**config.mk**
```make
export PLATFORM = sky130hd
export DESIGN_NAME = csa_operand_collector
export DESIGN_NICKNAME = d
export VERILOG_FILES = /design/src/rtl/csa_operand_collector.sv
export SDC_FILE = /design/constraint.sdc
export NUM_CORES = 1
export LEC_CHECK = 0
export BUFFER_PORTS_ARGS = -buffer_cell sky130_fd_sc_hd__buf_4
export CORE_MARGIN = 10
export CORE_UTILIZATION = 52
export CTS_CLUSTER_SIZE = 24
export DETAILED_ROUTE_END_ITERATION = 8
export PLACE_DENSITY = 0.82
export SLEW_MARGIN = 40
export SYNTH_ARGS = -nofsm -noshare
export SYNTH_HDL_FRONTEND = slang
export SYNTH_SLANG_ARGS = --single-unit
```
**constraint.sdc**
```tcl
create_clock -name clk -period 2.9 [get_ports clk]
set_clock_uncertainty 0.2 [all_clocks]
set_input_delay 0.29 -clock clk [delete_from_list [all_inputs] [get_ports clk]]
set_output_delay 0.29 -clock clk [all_outputs]
set_load 0.01 [all_outputs]
```
**src/rtl/csa_operand_collector.sv**
```systemverilog
// Packs a stream of operands into 4-wide bundles (a..d) for a 4-operand CSA; CSA_COLLECT_FLUSH_EN adds a flush port that closes partial bundles.
// Latency: bundle valid the cycle after the edge that accepts its last operand.
// Backpressure: in_ready drops while a bundle is held; bundle held until out_ready, no input taken in that cycle.
module csa_operand_collector #(
    parameter int WIDTH = 4
) (
    input  logic             clk,
    input  logic             rst,
    input  logic [WIDTH-1:0] in_data,
    input  logic             in_valid,
    output logic             in_ready,
`ifdef CSA_COLLECT_FLUSH_EN
    input  logic             flush,
`endif
    output logic [WIDTH-1:0] a,
    output logic [WIDTH-1:0] b,
    output logic [WIDTH-1:0] c,
    output logic [WIDTH-1:0] d,
    output logic [2:0]       out_count,
    output logic             out_valid,
    input  logic             out_ready
);

    typedef enum logic {
        COLLECT = 1'b0,
        FULL    = 1'b1
    } state_t;

    state_t           state;
    state_t           state_nxt;
    logic [1:0]       idx;
    logic [1:0]       idx_nxt;
    logic [WIDTH-1:0] a_nxt;
    logic [WIDTH-1:0] b_nxt;
    logic [WIDTH-1:0] c_nxt;
    logic [WIDTH-1:0] d_nxt;
    logic [2:0]       count_nxt;
    logic             accept;
    logic             close_req;

    assign in_ready  = (state == COLLECT) && !rst;
    assign out_valid = (state == FULL);
    assign accept    = in_valid && in_ready;

    // A flush only closes a bundle that will hold at least one operand.
`ifdef CSA_COLLECT_FLUSH_EN
    assign close_req = flush && (accept || (idx != 2'd0));
`else
    assign close_req = 1'b0;
`endif

    always_comb begin
        state_nxt = state;
        idx_nxt   = idx;
        a_nxt     = a;
        b_nxt     = b;
        c_nxt     = c;
        d_nxt     = d;
        count_nxt = out_count;
        case (state)
            COLLECT: begin
                if (accept) begin
                    case (idx)
                        2'd0:    a_nxt = in_data;
                        2'd1:    b_nxt = in_data;
                        2'd2:    c_nxt = in_data;
                        default: d_nxt = in_data;
                    endcase
                    idx_nxt = idx + 2'd1;
                end
                if (accept && (idx == 2'd3)) begin
                    state_nxt = FULL;
                    count_nxt = 3'd4;
                end else if (close_req) begin
                    state_nxt = FULL;
                    count_nxt = accept ? ({1'b0, idx} + 3'd1) : {1'b0, idx};
                end
            end
            FULL: begin
                if (out_ready) begin
                    state_nxt = COLLECT;
                    idx_nxt   = 2'd0;
                    a_nxt     = '0;
                    b_nxt     = '0;
                    c_nxt     = '0;
                    d_nxt     = '0;
                    count_nxt = 3'd0;
                end
            end
            default: begin
                state_nxt = COLLECT;
            end
        endcase
    end

    always_ff @(posedge clk) begin
        if (rst) begin
            state     <= COLLECT;
            idx       <= 2'd0;
            a         <= '0;
            b         <= '0;
            c         <= '0;
            d         <= '0;
            out_count <= 3'd0;
        end else begin
            state     <= state_nxt;
            idx       <= idx_nxt;
            a         <= a_nxt;
            b         <= b_nxt;
            c         <= c_nxt;
            d         <= d_nxt;
            out_count <= count_nxt;
        end
    end

endmodule

```
==> results.json, run 1 <==
{
  "hold_path.class": "primary input to flop",
  "drcViolationCount": 0,
  "clk_path_buf_depth": 2,
  "syn_area_per_cell_sq_um": 9.345,
  "post-cts-setup-buffers": 0,
  "finalCritPeriodShare_pct": 57.09,
  "syn2layout_area_growth_pct": 20.78,
  "clkPwrFrac_pct": 31.4,
  "antenna_found_initial": 0,
  "numPortBuffers": 26,
  "outcome": "complete, no violations",
  "grt_pass1_wl_um": 3132,
  "power.total_w": 0.0005100,
  "hold_start": "in_data[2]",
  "crit_fanout": 12,
  "drt-initial-drc-count": 6,
  "wl_per_cell_um": 14.20,
  "synth-main-ff-cell": "dfxtp_1",
  "rows": 14,
  "intPower_w": 0.0003875,
  "grt_use_total_pct": 10.69,
  "p_leak_nw": 0.4763,
  "syn_area_sq_um": 897.1,
  "seq_area_frac_synth_pct": 44.63,
  "ys_ff_latch": 20,
  "cts_tree": "yes",
  "pin_count": 29,
  "seqPwrFrac_pct": 56.9,
  "hold_viol": 0,
  "critical_path_class": "flop to output port",
  "synthArstFlopShare_pct": 0,
  "detail_route.first_pass.iterations": 4,
  "cts_sinks": 20,
  "cts_buffers": 3,
  "rsz0062_at_grt": "no",
  "initial_utilization_pct": 56.90,
  "post_cts_resized": 0,
  "grt_pass1_vias": 695,
  "max_stage_delay_ns": 0.63,
  "dp_hpwl_um": 1514,
  "dieHeight_um": 61.54,
  "n_fill_cell": 132,
  "overflow": 0,
  "critPathSlowestCell": "dfxtp_1",
  "fp.dieArea_sq_um": 3787,
  "antenna_cells": 0,
  "synth_edf_count": 0,
  "switching_share_pct": 24.02,
  "grt_max_degree": 15,
  "clkSlewWorstSetupHoldPaths_ns": 0.12,
  "htree_num_levels": 1,
  "setup_viol": 0,
  "cts_root_buf": "clkbuf_4",
  "crit_chain": "nor2_1, buf_4",
  "ys_top_cells_by_count": "dfxtp_1 (20), nand2_1 (20), o21ai_1 (8)",
  "yosys_warnings": 0,
  "critPathLaunch": "out_valid",
  "cap_violations": 0,
  "setup.worst_path.start_class": "flop",
  "power_frac_comb_pct": 11.8,
  "clock_latency_ns": 0.29,
  "synth_top_cell_by_area": "dfxtp_1",
  "final.min_clock_period_ns": 1.656,
  "arrival_ns": 1.17,
  "cp.required_ns": 2.41,
  "core_area_sq_um": 1577,
  "wirelength_um": 1917,
  "fmax_mhz": 604.0,
  "tns_ns": 0,
  "ctsHoldBuffers": 0,
  "netlist_instances": 96,
  "place_congestion": 0.7891,
  "peakVddDrop_v": 0.0002531,
  "nNetsFinal": 133,
  "powerDensity_nw_per_um2": 470.7,
  "synth_top_area_share_pct": 44.63,
  "maxSlewViolCount": 0,
  "via_per_inst": 5.244,
  "p_sw_w": 0.0001225,
  "layout-drive-gt1-share_pct": 26.89,
  "drtAntennaViolNets": 0,
  "synth.distinct_cells": 24,
  "vias": 708,
  "endpoint_kind": "output port",
  "synthTopCellsByArea": "dfxtp_1 (45%), nand2_1 (8.4%), ha_1 (7.0%)",
  "die_width_um": 61.54,
  "r2r_start": "out_valid"
}
==> cells in the final DEF (no fill, tap or decap), types with 3 or more instances in the layout <==
| cell type | count |
|---|---|
| nand3_1 | 4 |
| nand2_1 | 20 |
| nand2b_1 | 4 |
| o21ai_0 | 4 |
| a22o_1 | 4 |
| nor2_1 | 3 |
| o21ai_1 | 8 |
| dfxtp_1 | 20 |
| ha_1 | 5 |
| clkbuf_4 | 3 |
| buf_4 | 26 |
==> per-stage QoR <==
step	util (%)	area (sq um)	setup WS, ns	hold WS, ns	std cells
floorplan	-	900.9	1.545	0.2046	97
global placement	66.43	1047	1.460	0.2401	131
detailed placement	66.43	1047	1.419	0.2464	131
CTS	68.73	1084	1.229	0.04140	135
global route	68.73	1084	1.114	0.04552	135
finish	68.73	1084	1.244	0.03648	135
==> layer usage <==
layer	wire (um)	vias up	GRT usage, %
li1	-	362	-
met1	830	324	11.85
met2	903	18	17.57
met3	162	4	4.115
met4	21	0	5.096
met5	0	-	0
==> cells by family (layout without fill, tap and decap cells) <==
logic type,Yosys count,after routing,share of synthesized area [%]
mux,2,2,2.232
fa+ha+maj,5,5,6.974
flops,20,20,44.63
buf+inv,10,32,8.507
compound gates,21,21,15.20
other cells,1,2,0.4180
simple gates,37,37,22.04
==> flip-flops by register name (all words and copies together) (netlist names) <==
name       count
b              4
out_count      1
c              4
out_valid      1
idx            2
d              4
a              4
==> worst max-delay path, delay by kind of cell, from the launching register on <==
| kind | cells | cell delay, ns |
|---|---|---|
| buf+inv | 1 | 0.16 |
| flops | 1 | 0.63 |
| simple gates | 1 | 0.09 |
==> worst paths after layout <==
| kind | depth (start not counted) | to | slack, ns |
|---|---|---|---|
| setup / recovery | 2 | in_ready | 1.24 |
| setup reg to reg | 3 | b[3] | 1.41 |
| hold / removal | 3 | d[2] | 0.04 |
| hold reg to reg | 2 | c[1] | 0.26 |
==> final cells by class <==
type / instances / area [sq um] / share of cell area [%]
Sequential cell: 20 / 400.4 / 36.95
Multi-Input combinational cell: 67 / 424.2 / 39.15
Inverter: 2 / 7.507 / 0.6928
Timing Repair Buffer: 26 / 195.2 / 18.01
Tap cell: 16 / 20.02 / 1.848
Clock buffer: 4 / 36.28 / 3.349
==> power groups by stage <==
stage                     registers (W)  logic [W]  clock network (W)
after CTS                      0.000290  0.0000608           0.000162
after global routing           0.000291  0.0000669           0.000172
after global placement         0.000296  0.0000591                  0
after floorplan                0.000298  0.0000327                  0
after detailed placement       0.000296  0.0000607                  0
final                          0.000290  0.0000601           0.000160
(Power assumes the default switching activity.)
==> run 2: changes to the inputs <==
Settings changed: CORE_UTILIZATION 52 to 43, PLACE_DENSITY 0.82 to 0.72.
Clock period 2.9 ns to 1.4 ns, I/O delays scaled along.
==> run 2 against run 1 <==
Clock power grew to 2.9 times the previous value. Worst setup slack lost 1.2 ns. Critical endpoint unchanged. Combinational power grew to 2.9 times the previous value. Highest routed layer unchanged. Flip-flop and latch count is the same. Register-to-register slack lost 1.3 ns. Sequential share of layout area shrank 5.3 points.
==> results.json, run 2 (same netlist as run 1, synthesis figures left out) <==
{
  "outcome": "complete, no violations",
  "layout_common_cells": "buf_4 (31), nand2_1 (19), dfxtp_1 (17)",
  "setup_ws_ns": 0.05101,
  "vias": 743,
  "wirelength_um": 2202,
  "core_area_sq_um": 1982,
  "crit_family": "flip-flops",
  "route.top_layer_used": "met4",
  "wl_per_cell_um": 13.85,
  "rows": 16,
  "die_width_um": 65.68,
  "layout_commonest_cell": "buf_4",
  "max_stage_delay_ns": 0.38,
  "pre_cts_slack_ns": -0.07049,
  "endpoint_kind": "output port",
  "overflow": 0,
  "hold_viol": 0,
  "clk_path_buf_depth": 2,
  "grt_pass1_wl_um": 3463,
  "cts_buffers": 3,
  "cts_root_buf": "clkbuf_4",
  "syn2layout_area_growth_pct": 44.21,
  "hold_end": "a[3]",
  "cts_tree": "yes",
  "cp.required_ns": 1.06,
  "place_congestion": 0.7949,
  "clkPwrFrac_pct": 37.6,
  "pin_count": 29,
  "m1WireLength_um": 914,
  "met3WireLength_um": 145,
  "stdcell_area_sq_um": 1294,
  "intPower_w": 0.0009656,
  "power.total_w": 0.001239,
  "final.min_clock_period_ns": 1.349,
  "antenna_cells": 0,
  "dpl_cell_area_sq_um": 1111,
  "hold_path.class": "primary input to flop",
  "crit_chain": "buf_4, nor2_2, buf_4",
  "p_sw_w": 0.0002736,
  "clock_latency_ns": 0.29,
  "antenna_found_initial": 0,
  "setup.worst_path.start_class": "flop",
  "route.met2.wl_um": 1133,
  "cpMostUsedCell": "buf_4",
  "r2r_slack_ns": 0.06,
  "critical_path_class": "flop to output port",
  "switching_share_pct": 22.08,
  "powerDensity_nw_per_um2": 957.9,
  "maxSlewViolCount": 0,
  "grt_pass1_vias": 756,
  "post-route-util_pct": 65.28,
  "clkSlewWorstSetupHoldPaths_ns": 0.11,
  "grt_use_total_pct": 9.990,
  "layout-drive-gt1-share_pct": 37.88,
  "htree_num_levels": 1,
  "grt_max_degree": 13,
  "n_fill_cell": 175,
  "initial_utilization_pct": 45.27,
  "critPathSlowestCell": "dfxtp_4",
  "crit_fanout": 7,
  "critPathLaunch": "out_valid",
  "dp_hpwl_um": 1591,
  "power_frac_comb_pct": 14.0,
  "r2r_end": "a[2]",
  "fmax_mhz": 741.3,
  "peakVddDrop_v": 0.0006641,
  "worstHoldPathCells": 3,
  "detail_route.first_pass.iterations": 4,
  "r2r_start": "idx[0]",
  "ff2ff_path_depth": 5,
  "fp.dieArea_sq_um": 4313,
  "drcViolationCount": 0,
  "dieHeight_um": 65.68,
  "numPortBuffers": 26,
  "arrival_ns": 1.01,
  "drt-initial-drc-count": 34,
  "setup_viol": 0,
  "cts_sinks": 20,
  "nNetsFinal": 146,
  "hold_start": "rst",
  "cap_violations": 0,
  "finalCritPeriodShare_pct": 96.36,
  "p_leak_nw": 0.5563,
  "seqPwrFrac_pct": 48.4,
  "drtAntennaViolNets": 0,
  "worst-path-buf-inv": 2,
  "via_per_inst": 4.673
}
run 2: changes by cell type in the layout (fill, tap and decap cells not counted), sizes merged:
cell,previous run,this run
buf,26,33
dlygate4sd3,0,6
bufinv,0,1
clkbuf,4,3
run 2: worst min-delay path, cell delays in order:
cell	delay [ns]
buf_4	0.17
nand2b_1	0.11
o21ai_0	0.06
run 2: how the worst max path moves through the flow:
stage / end / cells after the start
after global routing: b[2] / 5
final: in_ready / 3
after CTS: b[2] / 5
after global placement: c[3] / 5
after detailed placement: c[1] / 5
after floorplan: c[0] / 6
run 2: layer usage:
metal  vias up  track usage [%]
met1       334            10.28
met4         0            4.011
met5         -                0
met3         2            3.559
li1        394                -
met2        13            17.87
run 2: through the flow:
step	hold WS [ns]	TNS (ns)	instances
global placement	0.1807	0	147
finish	0.02660	0	159
CTS	0.01837	0	157
detailed placement	0.1824	-0.4530	147
floorplan	0.05460	0	97
global route	0.04721	-0.01198	159
run 2: cell type report:
type	instances	area [sq um]	share of cell area (%)
Clock buffer	3	22.52	1.741
Multi-Input combinational cell	67	466.7	36.07
Inverter	2	7.507	0.5803
Clock inverter	1	30.03	2.321
Sequential cell	20	409.1	31.62
Timing Repair Buffer	39	324.1	25.05
Tap cell	27	33.78	2.611
run 2: what timing repair did:
item | CTS | global route
pin swaps | 1 | 5
hold endpoints to repair | 20 | 0
buffers inserted | 0 | 2
gates resized for setup | 6 | 11
hold buffers | 6 | 0
endpoints found under the setup margin | 10 | 13
run 2: power groups by stage:
| stage | registers [W] | logic (W) | clock network (W) |
|---|---|---|---|
| floorplan | 0.000618 | 0.0000677 | 0 |
| global placement | 0.000612 | 0.000138 | 0 |
| detailed placement | 0.000613 | 0.000141 | 0 |
| CTS | 0.000599 | 0.000162 | 0.000471 |
| global route | 0.000603 | 0.000189 | 0.000489 |
| finish | 0.000600 | 0.000174 | 0.000465 |
==> run 3: changes to the inputs <==
Settings changed: CORE_MARGIN 10 to unset.
==> run 3 against run 2 <==
Clock power decreased by 42%. Die area fell by 47%. Total power is 17% lower. Final cell count rose by 1.3%. Final area shrank 3.9%. Worst hold slack got worse by 0.010 ns. First-iteration DRC count decreased by 79%. Fmax fell by 0.98%. Critical endpoint unchanged. Core utilization decreased by 1.9 points.
==> results.json, run 3 (same netlist as run 1, synthesis figures left out) <==
{
  "outcome": "complete, no violations",
  "cts_root_buf": "clkbuf_4",
  "cap_violations": 0,
  "drtAntennaViolNets": 0,
  "drcViolationCount": 0,
  "rows": 16,
  "n_fill_cell": 181,
  "fp.dieArea_sq_um": 2273,
  "clk_path_buf_depth": 2,
  "layout_common_cells": "buf_4 (36), nand2_1 (18), dfxtp_1 (17)",
  "r2r_slack_ns": 0.06,
  "via_per_inst": 4.683,
  "drt-initial-drc-count": 7,
  "die_width_um": 47.68,
  "detail_route.first_pass.iterations": 4,
  "r2r_end": "b[2]",
  "powerDensity_nw_per_um2": 826.2,
  "cp.required_ns": 1.06,
  "critPathLaunch": "out_valid",
  "p_leak_nw": 0.5450,
  "maxSlewViolCount": 0,
  "critical_path_class": "flop to output port",
  "overflow": 0,
  "stdcell_count": 161,
  "initial_utilization_pct": 45.73,
  "ff2ff_path_depth": 5,
  "setup.worst_path.end": "in_ready",
  "grt_pass1_wl_um": 2635,
  "peakVddDrop_v": 0.0004246,
  "cts_sinks": 20,
  "final.min_clock_period_ns": 1.362,
  "stdcell_area_sq_um": 1244,
  "layout_commonest_cell": "buf_4",
  "hold_slack_ns": 0.01615,
  "setup.worst_path.start_class": "flop",
  "dpl_cell_area_sq_um": 1121,
  "antenna_cells": 0,
  "crit_fanout": 8,
  "vias": 754,
  "numPortBuffers": 26,
  "place_inst": 150,
  "grt_pass1_vias": 576,
  "setup_viol": 0,
  "place_congestion": 0.7566,
  "r2r_start": "idx[1]",
  "fmax_mhz": 734.0,
  "nNetsFinal": 149,
  "worstHoldPathCells": 3,
  "rsz0062_at_grt": "yes",
  "wl_per_cell_um": 10.63,
  "dieHeight_um": 47.68,
  "htree_num_levels": 1,
  "finalCritPeriodShare_pct": 97.31,
  "clkSlewWorstSetupHoldPaths_ns": 0.11,
  "grt_use_total_pct": 17.34,
  "layout-drive-gt1-share_pct": 37.31,
  "arrival_ns": 1.02,
  "hold_path.class": "primary input to flop",
  "hold_viol": 0,
  "cts_tree": "yes",
  "clock_latency_ns": 0.30,
  "seq_area_sq_um": 406.6,
  "syn2layout_area_growth_pct": 38.63,
  "pre_cts_slack_ns": -0.01703,
  "antenna_found_initial": 0,
  "endpoint_kind": "output port",
  "core_area_sq_um": 1962,
  "grt_max_degree": 13,
  "dp_hpwl_um": 1277,
  "setup_ws_ns": 0.03766,
  "multi_input_area_sq_um": 442.9,
  "cts_buffers": 3,
  "pin_count": 29,
  "wirelength_um": 1711
}
## run 3: cell count changes in the layout (fill, tap and decap cells not counted), sizes merged
cell | previous run | this run
bufinv | 1 | 0
buf | 33 | 36
## run 3: layout make-up
type	count	area share [%]
well taps	27	2.716
flip-flops and latches	20	32.70
multi-input cells	67	35.61
repair buffers	42	26.56
clock buffers	3	1.811
inverters	2	0.6036
## run 3: stage by stage
stage	util [%]	TNS [ns]	power [W]
6_report	63.39	0	0.001028
5_1_grt	63.39	-0.009491	0.001084
4_1_cts	61.61	0	0.001028
3_5_place_dp	57.14	-0.05285	0.0007526
3_3_place_gp	57.14	0	0.0007502
2_1_floorplan	-	0	0.0006853
## run 3: report_power, final
part | internal, W | switching (W) | total, W
Sequential | 0.000586 | 0.0000122 | 0.000598
Clock | 0.000100 | 0.000170 | 0.000270
Combinational | 0.0000849 | 0.0000741 | 0.000159
Total | 0.000772 | 0.000256 | 0.00103
## run 3: metal layers
metal / GRT usage [%] / part of all wire (%) / vias to the layer above
li1: - / - / 399
met1: 22.71 / 49 / 330
met2: 25.75 / 43 / 20
met3: 3.396 / 4.7 / 5
met4: 11.67 / 2.7 / 0
met5: 0 / 0 / -
## run 3: worst min-delay path by stage
stage / endpoint / from / slack [ns]
6_report: out_count[2] / rst / 0.02
5_1_grt: out_count[2] / rst / 0.03
4_1_cts: out_count[2] / rst / 0.009
3_5_place_dp: d[3] / in_data[3] / 0.19
3_3_place_gp: d[1] / in_data[1] / 0.18
2_1_floorplan: c[0] / in_data[0] / 0.05
## run 3: what timing repair did
| action | 4_1_cts | 5_1_grt |
|---|---|---|
| hold buffers | 6 | 0 |
| pin swaps | 1 | 2 |
| endpoints found under the setup margin | 6 | 11 |
| resized for setup | 3 | 9 |
| buffers inserted | 0 | 2 |
| cloned | 0 | 0 |
| endpoints found under the hold margin | 18 | 0 |
## run 3: critical path, cell delays in order (launching register included)
cell     delay (ns)
dfxtp_4        0.38
buf_4          0.15
nor2_4         0.06
buf_4          0.11
